$ cat src/rtl/afifo_wr_arbiter.sv
// Round-robin arbiter for the async FIFO write port; one write per two cycles.
// Optional stall counter enabled by defining AFIFO_ARB_STATS_EN.
module afifo_wr_arbiter #(
    parameter int DSIZE = 8,
    parameter int NREQ  = 4,
    parameter int CNTW  = 16
) (
    input  logic                   i_wr_clk,
    input  logic                   i_wr_rst,
    input  logic [NREQ-1:0]        i_req,
    input  logic [NREQ*DSIZE-1:0]  i_req_data,
    input  logic                   i_wr_full,
    output logic [NREQ-1:0]        o_gnt,
    output logic [DSIZE-1:0]       o_wr_data,
    output logic                   o_wr_inc,
    output logic                   o_busy
`ifdef AFIFO_ARB_STATS_EN
    ,
    output logic [CNTW-1:0]        o_stall_cnt
`endif
);

    localparam int LW = (NREQ > 1) ? $clog2(NREQ) : 1;

    typedef enum logic {
        IDLE  = 1'b0,
        ISSUE = 1'b1
    } state_t;

    state_t            r_state;
    logic [LW-1:0]     r_last;
    logic [NREQ-1:0]   r_gnt;
    logic [DSIZE-1:0]  r_wr_data;
    logic              r_wr_inc;
    logic              r_busy;

    logic              w_found;
    logic [LW-1:0]     w_win;
    logic [NREQ-1:0]   w_gnt;
    logic [DSIZE-1:0]  w_win_dat;

    // Scan starts one past the last winner so every requester gets a turn.
    always_comb begin
        logic [LW-1:0] v_idx;
        w_found = 1'b0;
        w_win   = r_last;
        v_idx   = '0;
        for (int k = 1; k <= NREQ; k++) begin
            v_idx = LW'((int'(r_last) + k) % NREQ);
            if (!w_found && i_req[v_idx]) begin
                w_found = 1'b1;
                w_win   = v_idx;
            end
        end
    end

    always_comb begin
        w_gnt        = '0;
        w_gnt[w_win] = w_found;
        w_win_dat    = i_req_data[w_win*DSIZE +: DSIZE];
    end

    // ISSUE is a mandatory gap so the next decision sees the updated full flag.
    always_ff @(posedge i_wr_clk) begin
        if (i_wr_rst) begin
            r_state   <= IDLE;
            r_last    <= LW'(NREQ - 1);
            r_gnt     <= '0;
            r_wr_data <= '0;
            r_wr_inc  <= 1'b0;
            r_busy    <= 1'b0;
        end else begin
            case (r_state)
                IDLE: begin
                    if (w_found && !i_wr_full) begin
                        r_state   <= ISSUE;
                        r_last    <= w_win;
                        r_gnt     <= w_gnt;
                        r_wr_data <= w_win_dat;
                        r_wr_inc  <= 1'b1;
                        r_busy    <= 1'b1;
                    end
                end
                ISSUE: begin
                    r_state  <= IDLE;
                    r_gnt    <= '0;
                    r_wr_inc <= 1'b0;
                    r_busy   <= 1'b0;
                end
                default: begin
                    r_state  <= IDLE;
                    r_gnt    <= '0;
                    r_wr_inc <= 1'b0;
                    r_busy   <= 1'b0;
                end
            endcase
        end
    end

    assign o_gnt     = r_gnt;
    assign o_wr_data = r_wr_data;
    assign o_wr_inc  = r_wr_inc;
    assign o_busy    = r_busy;

`ifdef AFIFO_ARB_STATS_EN
    logic [CNTW-1:0] r_stall_cnt;

    // Saturating count of cycles a pending request is held off by a full FIFO.
    always_ff @(posedge i_wr_clk) begin
        if (i_wr_rst) begin
            r_stall_cnt <= '0;
        end else if ((r_state == IDLE) && (|i_req) && i_wr_full && (r_stall_cnt != {CNTW{1'b1}})) begin
            r_stall_cnt <= r_stall_cnt + 1'b1;
        end
    end

    assign o_stall_cnt = r_stall_cnt;
`else
    if (CNTW < 1) begin : g_bad_cntw
        $error("CNTW must be at least 1");
    end
`endif

    if (NREQ < 2 || NREQ > 8) begin : g_bad_nreq
        $error("NREQ must be in 2..8");
    end

endmodule

$ cat config.mk
export PLATFORM = sky130hd
export DESIGN_NAME = afifo_wr_arbiter
export DESIGN_NICKNAME = d
export VERILOG_FILES = /design/src/rtl/afifo_wr_arbiter.sv
export SDC_FILE = /design/constraint.sdc
export NUM_CORES = 1
export LEC_CHECK = 0
export CORE_MARGIN = 1
export CORE_UTILIZATION = 35
export DETAILED_ROUTE_END_ITERATION = 7
export PLACE_DENSITY = 0.8
export SETUP_SLACK_MARGIN = 0.05
export SLEW_MARGIN = 20
export SYNTH_ARGS = -nofsm -noshare
export SYNTH_HDL_FRONTEND = slang
export SYNTH_SLANG_ARGS = --single-unit
$ cat constraint.sdc
create_clock -name i_wr_clk -period 1.7 [get_ports i_wr_clk]
set_clock_uncertainty 0.1 [all_clocks]
set_input_delay 0.51 -clock i_wr_clk [delete_from_list [all_inputs] [get_ports i_wr_clk]]
set_output_delay 0.51 -clock i_wr_clk [all_outputs]
set_load 0.03 [all_outputs]
After elaboration in Yosys (flattened, before gate mapping)
Cells that the tools add are included.
Storage, ports and cells
  bits in registers: 16
  word-level logic and storage cells: 53
  output and inout bits: 14
  input port bits: 39
Operators by class
  equality and inequality tests: 1
  $lt $le $gt $ge: 6
  shift-type cells: 1
  muxes and demuxes: 24
  bitwise logic cells: 2
  reductions and logical operators: 10
  add/sub/neg operators: 4
Operator list (number)
  $shiftx 32x6->8: 1
  $lt 2x3->1 const B: 5
  $mux 1: 11
  $bmux 1 s2: 4
  $mux 2: 4
  $pmux 4 s2: 1
  $logic_and 1x1->1: 5
  $add 2x1->2 const B: 2
  $add 2x2->2 const B: 2
  $and 4x4->4: 1
  $logic_not 1->1: 4
  $mux 4: 1
  $pmux 1 s2: 2
  $demux 1 s2: 1
  $ge 2x1->1 const B: 1
  $ne 2x2->1 const B: 1
  $reduce_and 2->1: 1
  $not 1->1: 1

Longest topological paths before layout
Gate-level depths: netlist of run 1.
  word-level depth: 20
  gate-level depth with buffers: 7

Worst setup path after synthesis of run 1
OpenSTA, ideal clock, no wires.
  path kind: input -> register
  start: in i_req[3]
  end: reg r_wr_data[3], in the netlist o_wr_data[3]
  stages on the path: 7
  data required time: 1.474 ns
  setup time: 0.126 ns
  path slack: -0.108 ns
  arrival time: 1.583 ns
  buffers on the path: 2
  cell sequence: nor2b_4 -> o21a_1 -> buf_6 -> nor3_4 -> buf_6 -> mux2i_1 -> o221ai_2
Between the ends
  cells in the longest elaborated chain, start to end: 14
  elaborated cells on any way between the ends: 25
  those cells by class: shift: 1; mux: 16; reduce/logical: 8
RTL lines
  start: declaration: RTL line 10  | input logic [NREQ-1:0] i_req,
  parallel branches: the longest is 14 deep, another holds $bmux 1 s2
  end signal: assignment: RTL line 79  | r_wr_data <= w_win_dat;
  end: declaration: RTL line 33  | logic [DSIZE-1:0] r_wr_data;
Parallel ways; which one is timed is not known. The select of a mux whose other input is x is not followed.
A chain may end at the register's enable or synchronous reset.

Worst setup path in the final report of run 1
  start: reg r_last[0]
  end: reg r_wr_data[3], in the netlist o_wr_data[3]
Between the ends
  cells in the longest elaborated chain, start to end: 15
  elaborated cells on any way between the ends: 29
  those cells by class: add/sub: 4; shift: 1; mux: 16; reduce/logical: 8
RTL lines
  start: declaration: RTL line 31  | logic [LW-1:0] r_last;
  start signal: assignment: RTL line 67  | r_last <= LW'(NREQ - 1);
  start signal: assignment: RTL line 77  | r_last <= w_win;
  parallel branches: the longest is 15 deep, another holds $add 2x1->2
Parallel ways; which one is timed is not known. The select of a mux whose other input is x is not followed.

==> results.md, run 1 <==
Worst setup path:
- The data arrival at the endpoint of the critical path is 1.72 ns.
- The signal on the critical path passes through buf_6 > and2_4 > nor3_4 > buf_12 > mux2i_4 > o221ai_2.
- Of all nets on the critical path, the largest fanout is 8.
- The reg-to-reg setup timing slack is ~0.062 ns.
- The kind of start point of the critical path is a flop.
- The slowest stage of the critical path is the dfxtp_4 cell.
- The total buffers and inverters traversed by the critical path is 2.
- The worst reg2reg path startpoint is r_last[0].
- The data required time of the critical path is roughly 1.8 ns.
- The worst reg2reg path depth is 6.
- STA classifies the critical path endpoint as a flop.
- The peak per-stage delay on the critical path is about 0.37 ns.
- The worst setup path startpoint is r_last[0].
- In this run the critical register-to-register path is captured at o_wr_data[3].
- The kind of cell with the highest combined delay along the critical path is simple AND/OR/NAND/NOR gates.
- The setup path with the least slack is of type flop to flop.

Min path:
- The startpoint of the worst hold path is o_gnt[0].
- Counting instances, the worst hold path has a depth of 2.
- The terminating pin of the worst hold path is o_gnt[0].
- The class of the tightest hold or removal check is flop to flop.

Floorplanning:
- The die is roughly 56 um tall.
- The die covers a little over 3000 sq um.
- The number of top-level design ports is between 50 and 60.
- The region available for standard cell placement spans approximately 2700 sq um.
- The horizontal extent of the die is roughly 56 um.
- The initial cell density of the core is 0.367.
- The number of rows in the core area is 19.

Timing:
- The worst relative slew slack is 0.710.
- The actual slew at the worst max-slew pin is between 0.4 and 0.5 ns.
- The final-report hold violation count is 0.
- The final max-slew violation count came to 0.
- Setup repair after global routing could not meet its margin everywhere.
- Dividing the final minimum period by the clock period gives 0.963.
- The post-layout minimum cycle time is approximately 1.6 ns.
- The total setup violations reported at the end of the flow is 0.
- The achievable frequency is about 610 MHz.

Job:
- The max-cap check violation count is 0.

CTS:
- The TritonCTS clock tree is yes.
- In this run, CTS created clock tree buffers numbering 3.
- After clock tree synthesis, the clock-pin slew on the worst setup and hold paths is ~0.09 ns.
- The clock insertion delay at the later pin of the skew report is a little under 0.3 ns.
- Counting along the longest clock path gives a buffer depth of 2.
- The total clock sinks is 16.
- The buffer cell driving the clock tree root is clkbuf_4.
- In this run the number of H-tree levels came out at 1.

Layout:
- In the layout the commonest cells are 32 x clkdlybuf4s50_1, 20 x buf_4, 14 x nand2_1, 14 x dfxtp_1, 10 x clkbuf_2.
- Measured on the finished design, the core utilization comes to 0.639.
- The number of diodes added for antenna fixing is 0.
- The fraction of final layout cells with drive strength greater than 1 is 0.366.
- Summing all non-filler instances in the final layout gives an area of between 1500 and 2000 sq um.
- The layout-stage area growth over the synthesis result is 74.1%.
- At the end of the flow, the number of nets in the layout was between 200 and 250.
- After filler insertion, the fill cell instance count of the layout stands at 217.
- Leaving out fill and tap cells, the most frequent cell in the layout is clkdlybuf4s50_1.

Global routing:
- The wire length of the first global-routing pass is between 5000 and 6000 um.
- The number of global-route vias before repair is between 1000 and 1500.
- The initial antenna violation count came to 0.
- The maximum number of pins on one net before global-route repair is 9.
- The overall fraction of global-route tracks in use is 0.222.
- The final global-route overflow total is 0.

Yosys:
- Synthesis produced around 110 cells.
- The share of the Yosys chip area taken by registers is 0.319.
- Of the total synthesized cell area, the portion taken by XOR and XNOR cells is 0.
- Of the total synthesized cell area, the portion taken by full adders, half adders and majority gates is 0.
- The basic-gate share of the synthesized area counting and, or, nand and nor cells is 0.254.
- The post-synthesis average cell area is between 8 and 9 sq um.
- The mux cell area share after synthesis is 0.0898.
- The total number of yosys warnings is 0.
- Summing every instance area after synthesis gives between 1000 and 1500 sq um.
- Synthesis produced a netlist with a net count of 153.
- The number of distinct library cell variants in the gate-level netlist after synthesis is 35.
- The area fraction in compound gates after synthesis was 0.286.
- After synthesis, the largest family of logic cells by area is compound AO/OA/AOI/OAI gates.
- The count of state elements after synthesis is 16.

Route:
- The number of nets with antenna violations after routing is 0.
- After detailed routing, the number of remaining DRC violations is 0.
- The final route contains 1194 vias.
- The per-cell routed wire length is 15.2 um.
- The routed design has between 3000 and 4000 um of wire.
- The number of vias per cell after detailed routing is roughly 5.5.
- The number of iterations in the first detailed-routing pass is 4.
- The detailed router finished its first iteration with 40 violations.

Placed design:
- Once placement finished, the instance area stood at 1670 sq um.
- The wire-length estimate of the detail-placed layout is between 2000 and 3000 um.
- The number of buffers inserted by port buffering is 52.
- At the end of routability-driven placement, the weighted congestion stood at between 0.8 and 0.9.

Outcome:
- The run finished with clean final reports.

Power and ir drop:
- Across the VDD grid, the largest voltage drop is between 0.0004 and 0.0005 V.
- The leakage power total is about 0.73 nW.
- Power spread over the standard cell area amounts to 665 nW/um^2.
-- synth_stat cells, drive strengths merged --
cell    instances  share of area
o211ai          8          0.060
a21o            1         0.0087
nand4           7          0.044
mux2i           9          0.090
nor2            8          0.030
and2            1         0.0062
dfxtp          16           0.32
o21ai           2          0.014
nand2          14          0.052
nand2b          2          0.012
buf             4          0.035
a211o           2          0.017
a21oi           5          0.029
or3             2          0.012
nor3            2          0.021
o21a            1         0.0075
or2             2          0.012
o31ai           7          0.052
o221ai          1          0.015
a21bo           7          0.070
clkbuf          2         0.0087
a211oi          1          0.012
nor4            1          0.012
nand3           4          0.025
inv             2         0.0075
nor2b           3          0.026
-- area by class of cell --
class | instances | area [sq um] | share of cell area
Tap cell | 31 | 38.8 | 0.0222
Multi-Input combinational cell | 90 | 699 | 0.400
Sequential cell | 16 | 325 | 0.186
Inverter | 2 | 7.51 | 0.00430
Clock buffer | 3 | 22.5 | 0.0129
Timing Repair Buffer | 75 | 653 | 0.374
-- stage by stage --
stage | cells | power, mW | setup slack, ns | setup TNS (ns) | hold WS [ns]
floorplan | 114 | 0.691 | -0.0617 | -0.158 | 0.476
global placement | 209 | 0.918 | -0.621 | -7.93 | 0.343
detailed placement | 209 | 0.931 | -0.693 | -8.81 | 0.353
CTS | 216 | 1.15 | 0.0297 | 0 | 0.367
global route | 217 | 1.22 | -0.0290 | -0.0517 | 0.390
finish | 217 | 1.16 | 0.0623 | 0 | 0.366
-- sequential cells by signal, summed over array words and instances, names as in the netlist --
name / cells
o_gnt: 4
r_last: 2
r_state: 1
o_busy: 1
o_wr_data: 8
-- worst max path at each step --
| stage | end | slack [ns] | cells after the start |
|---|---|---|---|
| floorplan | o_wr_data[3] | -0.06 | 7 |
| global placement | o_wr_data[5] | -0.62 | 6 |
| detailed placement | o_wr_data[6] | -0.69 | 6 |
| CTS | o_wr_data[3] | 0.03 | 7 |
| global route | o_wr_data[4] | -0.03 | 5 |
| finish | o_wr_data[3] | 0.06 | 6 |
-- per-layer routing --
| layer | vias up | part of all wire | track usage |
|---|---|---|---|
| li1 | 570 | - | - |
| met1 | 561 | 0.40 | 0.252 |
| met2 | 51 | 0.53 | 0.403 |
| met3 | 12 | 0.043 | 0.0258 |
| met4 | 0 | 0.034 | 0.121 |
| met5 | - | 0 | 0 |
-- timing repair --
item                       CTS  global route
gates cloned                 0             0
setup endpoints to repair   28            22
hold buffers                 0             0
gates resized for setup     59            20
setup buffers                4             1
pin swaps                   12             6
-- cell families after synthesis --
group | Yosys count
and+or+nand+nor | 46
AOI/OAI and AO/OA | 35
DFF | 16
muxes | 9
buffers and inverters | 8
-- where the power goes --
group,switching [mW],internal (mW),leakage (nW)
logic,0.248,0.269,0.589
registers,0.0265,0.411,0.131
clock network,0.124,0.0824,0.0138
-- tightest hold or removal path, stage by stage, from the launching register on --
cell and delay [ns]:
dfxtp_1 0.32, nand2_1 0.05, a21oi_1 0.05
Power figures use the tool's default switching activity.
==> run 2, diff against run 1 <==
- CTS_CLUSTER_DIAMETER: unset -> 50
- PLACE_DENSITY: 0.8 -> 0.74
==> run 2 against run 1 <==
Effect of this change:
- global-route usage increased by 0.85 points
- non-clock buffer count is 4 higher
- first-iteration DRC count down 35%
- clock-buffer cell count grew 1
- clock power rose by 24%
- sequential share of layout area down 0.64 points
- total power rose by 4.4%
- wire length is 0.40% higher
- register-to-register slack improved by 0.03 ns
- critical path type is now flop to output port
- critical endpoint is now o_wr_data[1]
- largest power group unchanged
- highest routed layer unchanged
==> results.md, run 2 (same netlist as run 1, synthesis figures left out) <==
Layout:
- Counting the fill cells in the layout gives 230.
- Measured on the finished design, the core utilization comes to 0.662.
- In the layout the commonest cells are 32 x clkdlybuf4s50_1, 25 x buf_4, 14 x nand2_1, 14 x dfxtp_1, 11 x clkbuf_2.
- The final design instance area without fill is approximately 1800 sq um.
- The repair_antennas step left the layout with diodes totalling 0.
- Leaving out fill and tap cells, the most frequent cell in the layout is clkdlybuf4s50_1.
- The final layout contains around 230 nets.
- The non-filler instance count after layout is approximately 220.
- Relative to the synthesized area, the layout overhead comes to 80.3%.
- The flip-flop count of the largest register, all copies and words added is 8.
- The area of the multi-input gates is 733 sq um.
- The area of all sequential standard cells is between 300 and 400 sq um.
- In the final layout, the share of cells above drive strength 1 is 0.403.

Timing:
- Setup repair after global routing could not meet its margin everywhere.
- The post-layout minimum cycle time is between 1.5 and 2 ns.
- Measured against its own limit, the worst slew margin works out to 0.773.
- The final max-slew violation count came to 0.
- The achievable frequency is a little over 600 MHz.
- Across all hold checks on the routed design, the worst slack comes to 0.365 ns.
- The post-route clock period utilization is 0.948.
- The final-report hold violation count came to 0.
- For the pin with the worst max-slew slack, the measured transition is between 0.3 and 0.4 ns.
- In the final timing run, aggregate negative setup slack is 0 ns.
- Setup violations remaining at the end of the flow were counted as 0.

Floorplanning:
- The floorplan step defined a die boundary enclosing slightly above 3000 sq um.
- The standard cell core area is ~2700 sq um.
- For this design the top-level I/O count stands at 53.
- The floorplan has 19 rows.
- The initial cell density of the core is 0.367.
- The horizontal extent of the die is between 50 and 60 um.
- The vertical die dimension is ~56 um.

Global routing:
- Global routing finished with a remaining overflow of 0.
- Entering global routing, the biggest net connects 10 pins.
- The number of global-route vias before repair is around 1300.
- The initial antenna violation count was 0.
- The wire length of the first global-routing pass is between 5000 and 6000 um.
- In the global route stage, overall resource usage came out at 0.231.

Worst setup path:
- The end of the worst register-to-register path is o_wr_data[2].
- In this run the register-to-register setup slack is a little under 0.09 ns.
- The type of element capturing the critical path is an output port.
- The kind of start point of the critical path is a flop.
- The signal on the critical path passes through clkdlybuf4s15_1.
- At the worst endpoint, the required time is around 1.1 ns.
- In this run the critical register-to-register path is launched from r_last[0].
- In this design, the stage delay of the slowest critical-path cell is 0.37 ns.
- The worst register-to-register path has a depth of 6.
- The worst setup path startpoint is o_wr_data[1].
- The peak fanout along the critical path is 2.
- The worst-path cell with the longest stage delay is clkdlybuf4s15_1.
- The data arrival at the endpoint of the critical path is 1.00 ns.
- The total buffers and inverters traversed by the critical path is 1.
- The dominant delay contributor by cell family on the critical path is buffers and inverters.
- The kind of critical path is flop to output port.

Power and ir drop:
- The portion of total power attributed to the clock network is 0.210.
- The power density of the placed cells is roughly 670 nW/um^2.
- The net switching fraction of the power is 0.333.
- The internal power summed over all cells is ~810 uW.
- The share of total power dissipated in sequential elements is 0.362.
- Of the total power, combinational logic draws 0.428.
- The worst voltage drop across the vdd grid is 0.000502 V.
- The power spent charging and discharging nets is ~400 uW.
- The leakage power total is around 0.76 nW.

CTS:
- The longest clock path from root to sink contains 2 buffers.
- The clock insertion delay at the later pin of the skew report is a little under 0.3 ns.
- In this run the number of H-tree levels came out at 1.
- The buffer cell driving the clock tree root is clkbuf_4.
- The clock slew at the register clock pins of the worst setup and hold paths is approximately 0.10 ns.
- The number of clock buffers added by TritonCTS is 3.
- The total clock sinks is 16.
- TritonCTS built the clock tree.
- The quantity of hold-fixing buffers added after cts is 0.

Route:
- Dividing the detail-routed via count by the number of cells gives around 5.5.
- The number of iterations in the first detailed-routing pass is 6.
- The number of nets with antenna violations after routing is 0.
- The final route contains about 1200 vias.
- The total routed wirelength is between 3000 and 4000 um.
- After the first detailed-routing iteration, the DRC count stood at 26.
- The per-cell routed wire length is 14.9 um.
- The residual DRC count is 0.

Job:
- Max-cap violations in this run came to 0.

Min path:
- The terminating pin of the worst hold path is o_gnt[2].
- The number of cells traversed by the worst hold path is 2.
- The class of the tightest hold or removal check is flop to flop.
- The startpoint of the worst hold path is o_gnt[2].

Placed design:
- Detailed placement ended at an HPWL of between 2000 and 3000 um.
- Once placement completed, the tool counted placed cells totaling 213.
- Routability-driven placement finished with a final weighted congestion of about 0.8.
- Buffers placed on the I/O ports in this run total 52.
- The instance area at placement is 1680 sq um.

Outcome:
- The flow ran to the end, and the final reports show no timing, DRC or antenna violations.
==> run 2: changes by cell type in the layout (fill, tap and decap cells not counted), moves of 2 or more <==
cell	before	now
buf_4	20	25
a21bo_2	7	4
a21bo_4	0	3
o31ai_1	7	5
o31ai_2	0	2
==> run 2: stage by stage <==
stage	setup slack (ns)	power, mW
after CTS	0.0509	1.21
after floorplan	-0.0617	0.691
after detailed placement	-0.807	0.935
after global routing	-0.0130	1.27
final	0.0884	1.21
after global placement	-0.637	0.921
==> run 2: layout make-up <==
type | count | area share
clock buffer | 4 | 0.0201
inverter | 2 | 0.00415
timing repair buffer | 79 | 0.369
multi-input combinational | 90 | 0.405
sequential | 16 | 0.180
tap | 31 | 0.0214
==> run 2: power groups by stage <==
stage / registers, mW / logic, mW / clock network (mW)
2_1_floorplan: 0.497 / 0.194 / 0
3_3_place_gp: 0.443 / 0.478 / 0
3_5_place_dp: 0.444 / 0.491 / 0
4_1_cts: 0.438 / 0.512 / 0.259
5_1_grt: 0.443 / 0.553 / 0.272
6_report: 0.439 / 0.518 / 0.255
==> run 2: timing repair <==
action | in CTS | in global routing
resized for setup | 58 | 29
pin swaps | 11 | 6
buffers inserted | 5 | 0
endpoints found under the setup margin | 30 | 25
==> run 2: layer usage <==
metal  global-route usage  part of all wire  vias up
li1                     -                 -      582
met1                0.257              0.40      575
met2                0.420              0.53       46
met3               0.0351             0.053       10
met4                0.121             0.022        0
met5                    0                 0        -
==> run 2: worst max path at each step <==
stage	end	depth (start not counted)
after floorplan	o_wr_data[3]	7
after global routing	o_wr_data[2]	6
after global placement	o_wr_data[0]	6
final	o_wr_data[1]	1
after CTS	o_wr_data[3]	7
after detailed placement	o_wr_data[4]	7
==> run 2: worst min-delay path, stage by stage (launching register included) <==
cell	delay [ns]
dfxtp_1	0.32
nand2_1	0.05
a21oi_1	0.06
==> run 3, diff against run 2 <==
- CORE_UTILIZATION: 35 -> 39
- PLACE_DENSITY: 0.74 -> 0.78
- SLEW_MARGIN: 20 -> 25
- clock period: 1.7 -> 1.8 ns (I/O delays scaled with it)
==> run 3 against run 2 <==
Effect of this change:
- setup slack improved by 0.015 ns
- sequential share of layout area increased by 0.50 points
- final area down 3.8%
- total power fell by 7.6%
- wire length shrank 3.9%
- highest routed layer unchanged
- critical path type is now flop to flop
==> results.md, run 3 (same netlist as run 1, synthesis figures left out) <==
Worst setup path:
- The worst reg2reg path depth is 6.
- Counting buffers and inverters, the worst setup path is 6 cells deep.
- For the worst setup path, the data required time is ~1.9 ns.
- Among cell families on the critical path, the largest total delay comes from compound AO/OA/AOI/OAI gates.
- The critical path goes through nand2b_1 > o211ai_1 > a211oi_2 > buf_4 > a21bo_2 > o211ai_1.
- The critical path is of the flop to flop type.
- The kind of start point of the critical path is a flop.
- The peak fanout along the critical path is 8.
- For the worst setup path, the data arrival time is about 1.8 ns.
- The peak per-stage delay on the critical path is about 0.39 ns.
- The most repeated library cell on the critical path is o211ai_1.
- The worst-path cell with the longest stage delay is dfxtp_2.
- Together, buffers and inverters on the worst path number 1.
- The type of element capturing the critical path is a flop.

Power and ir drop:
- The leakage power total is roughly 0.77 nW.
- Overall power consumption after layout is estimated at between 1 and 1.5 mW.
- The worst voltage drop across the vdd grid is around 0.00053 V.
- The power density of the placed cells is 644 nW/um^2.

Floorplanning:
- 53 I/O pins were placed.
- The die outline area is roughly 2800 sq um.
- The horizontal extent of the die is 52.7 um.
- The region available for standard cell placement spans 2450 sq um.
- The vertical die dimension is 52.7 um.
- The initialized floorplan defines 18 standard-cell rows.
- The initial utilization of the core area, before any placement, comes to 0.409.

Layout:
- Fill cells in the final layout number around 190.
- The number of antenna diodes in the final layout is 0.
- In the layout the commonest cells are 32 x clkdlybuf4s50_1, 23 x buf_4, 15 x dfxtp_1, 14 x nand2_1, 14 x dlygate4sd2_1.
- For this run, the share of the core covered by cells in the final layout is 0.709.
- The register with the most flip-flops in the layout has 8 of them.
- The layout-stage area growth over the synthesis result is 73.4%.
- Leaving out fill and tap cells, the most frequent cell in the layout is clkdlybuf4s50_1.
- Of the cells placed in the final design, the portion with a size suffix greater than 1 is 0.287.
- The number of nets in the layout is approximately 230.

Outcome:
- The flow ran to the end, and the final reports show no timing, DRC or antenna violations.

Global routing:
- The initial antenna violation count is 0.
- Global routing finished with a remaining overflow of 0.
- The overall fraction of global-route tracks in use is 0.256.
- The number of global-route vias before repair is 1206.
- Entering global routing, the biggest net connects 10 pins.
- The wire length of the first global-routing pass is slightly above 5000 um.

Timing:
- Subtracting the final worst setup slack from the clock period gives around 1.7 ns.
- Dividing the final minimum period by the clock period gives 0.942.
- The final-report hold violation count was 0.
- The worst pin sits at a relative slew slack of 0.750.
- Based on the critical path, the design can be clocked at up to 589 MHz.
- Setup repair after global routing left no endpoint under its margin.
- Setup violations remaining at the end of the flow were counted as 0.
- At the pin with the least slew margin, the transition time is between 0.3 and 0.4 ns.
- The final max-slew violation count came to 0.

Min path:
- Along the worst hold path, the cell count comes to 2.
- The path class of the tightest hold or removal check is flop to flop.

Route:
- The number of iterations in the first detailed-routing pass is 4.
- The number of vias per cell after detailed routing is around 5.3.
- The number of violations reported at the end of detailed-routing iteration 0 is 27.
- The residual DRC count is 0.
- The per-cell routed wire length is between 10 and 15 um.
- The routed layout has ~1200 vias.
- The total routed wirelength is 3180 um.
- In this run the remaining antenna-violating nets after routing total 0.

Placed design:
- The half-perimeter wire length of the detailed placement result is around 2500 um.
- The number of buffers inserted by port buffering is 52.
- The global placer's final weighted congestion is between 0.8 and 0.9.

CTS:
- The number of clock buffers inserted by TritonCTS is 3.
- The clock insertion delay at the later pin of the skew report is 0.29 ns.
- The clock slew at the register clock pins of the worst setup and hold paths is 0.11 ns.
- The clock tree buffer depth is 2.
- The H-tree depth is 1.
- TritonCTS built the clock tree.
- Clock tree synthesis found a total of 16 sinks.
- The tree is rooted in a clkbuf_4.

Job:
- The tool flagged a number of max-cap violations equal to 0.
run 3: changes by cell type in the layout (fill, tap and decap cells not counted), sizes merged:
cell | previous run | this run
dlymetal6s2s | 0 | 1
dlygate4sd2 | 2 | 14
buf | 30 | 27
clkbuf | 16 | 5
clkdlybuf4s15 | 3 | 1
run 3: report_power, final:
part | total, mW | internal (mW) | switching (mW) | leakage (nW)
logic | 0.457 | 0.235 | 0.222 | 0.621
clock network | 0.253 | 0.123 | 0.129 | 0.0210
registers | 0.411 | 0.388 | 0.0226 | 0.131
total | 1.12 | 0.746 | 0.374 | 0.773
run 3: path summary, 6_finish.rpt:
kind	start	end	slack, ns
max	r_last[0]	o_wr_data[6]	0.10
min	o_gnt[3]	o_gnt[3]	0.36
max reg2reg	r_last[0]	o_wr_data[6]	0.10
min reg2reg	o_gnt[3]	o_gnt[3]	0.36
run 3: area by class of cell:
| type | count | area, sq um | share of cell area |
|---|---|---|---|
| Tap cell | 30 | 37.5 | 0.0216 |
| Inverter | 2 | 7.51 | 0.00431 |
| Sequential cell | 16 | 322 | 0.185 |
| Multi-Input combinational cell | 90 | 668 | 0.384 |
| Clock buffer | 4 | 36.3 | 0.0208 |
| Timing Repair Buffer | 76 | 669 | 0.385 |
run 3: metrics by stage:
stage	setup TNS (ns)	hold WS, ns	setup WS (ns)	cells	instance area [sq um]
after floorplan	0	0.476	0.00834	114	1000
after global placement	-6.47	0.338	-0.504	214	1700
after detailed placement	-7.04	0.350	-0.573	214	1700
after CTS	0	0.358	0.0506	218	1730
after global routing	0	0.373	0.0504	218	1740
final	0	0.359	0.104	218	1740
run 3: layer usage:
metal	share of wire	track usage	vias to the layer above
met1	0.43	0.289	542
met2	0.50	0.473	37
met3	0.064	0.0667	4
met5	0	0	-
li1	-	-	574
met4	0.0054	0.0570	0
run 3: worst reg2reg max path, stage by stage (launching register included):
cell and delay (ns):
dfxtp_2 0.39, nand2b_1 0.20, o211ai_1 0.20, a211oi_2 0.24
buf_4 0.18, a21bo_2 0.22, o211ai_1 0.09
run 3: repair_timing:
item | 4_1_cts | 5_1_grt
hold buffers | 0 | 0
gates cloned | 0 | 0
setup buffers | 0 | 0
setup endpoints to repair | 28 | 13
pin swaps | 8 | 2
gates resized for setup | 35 | 6
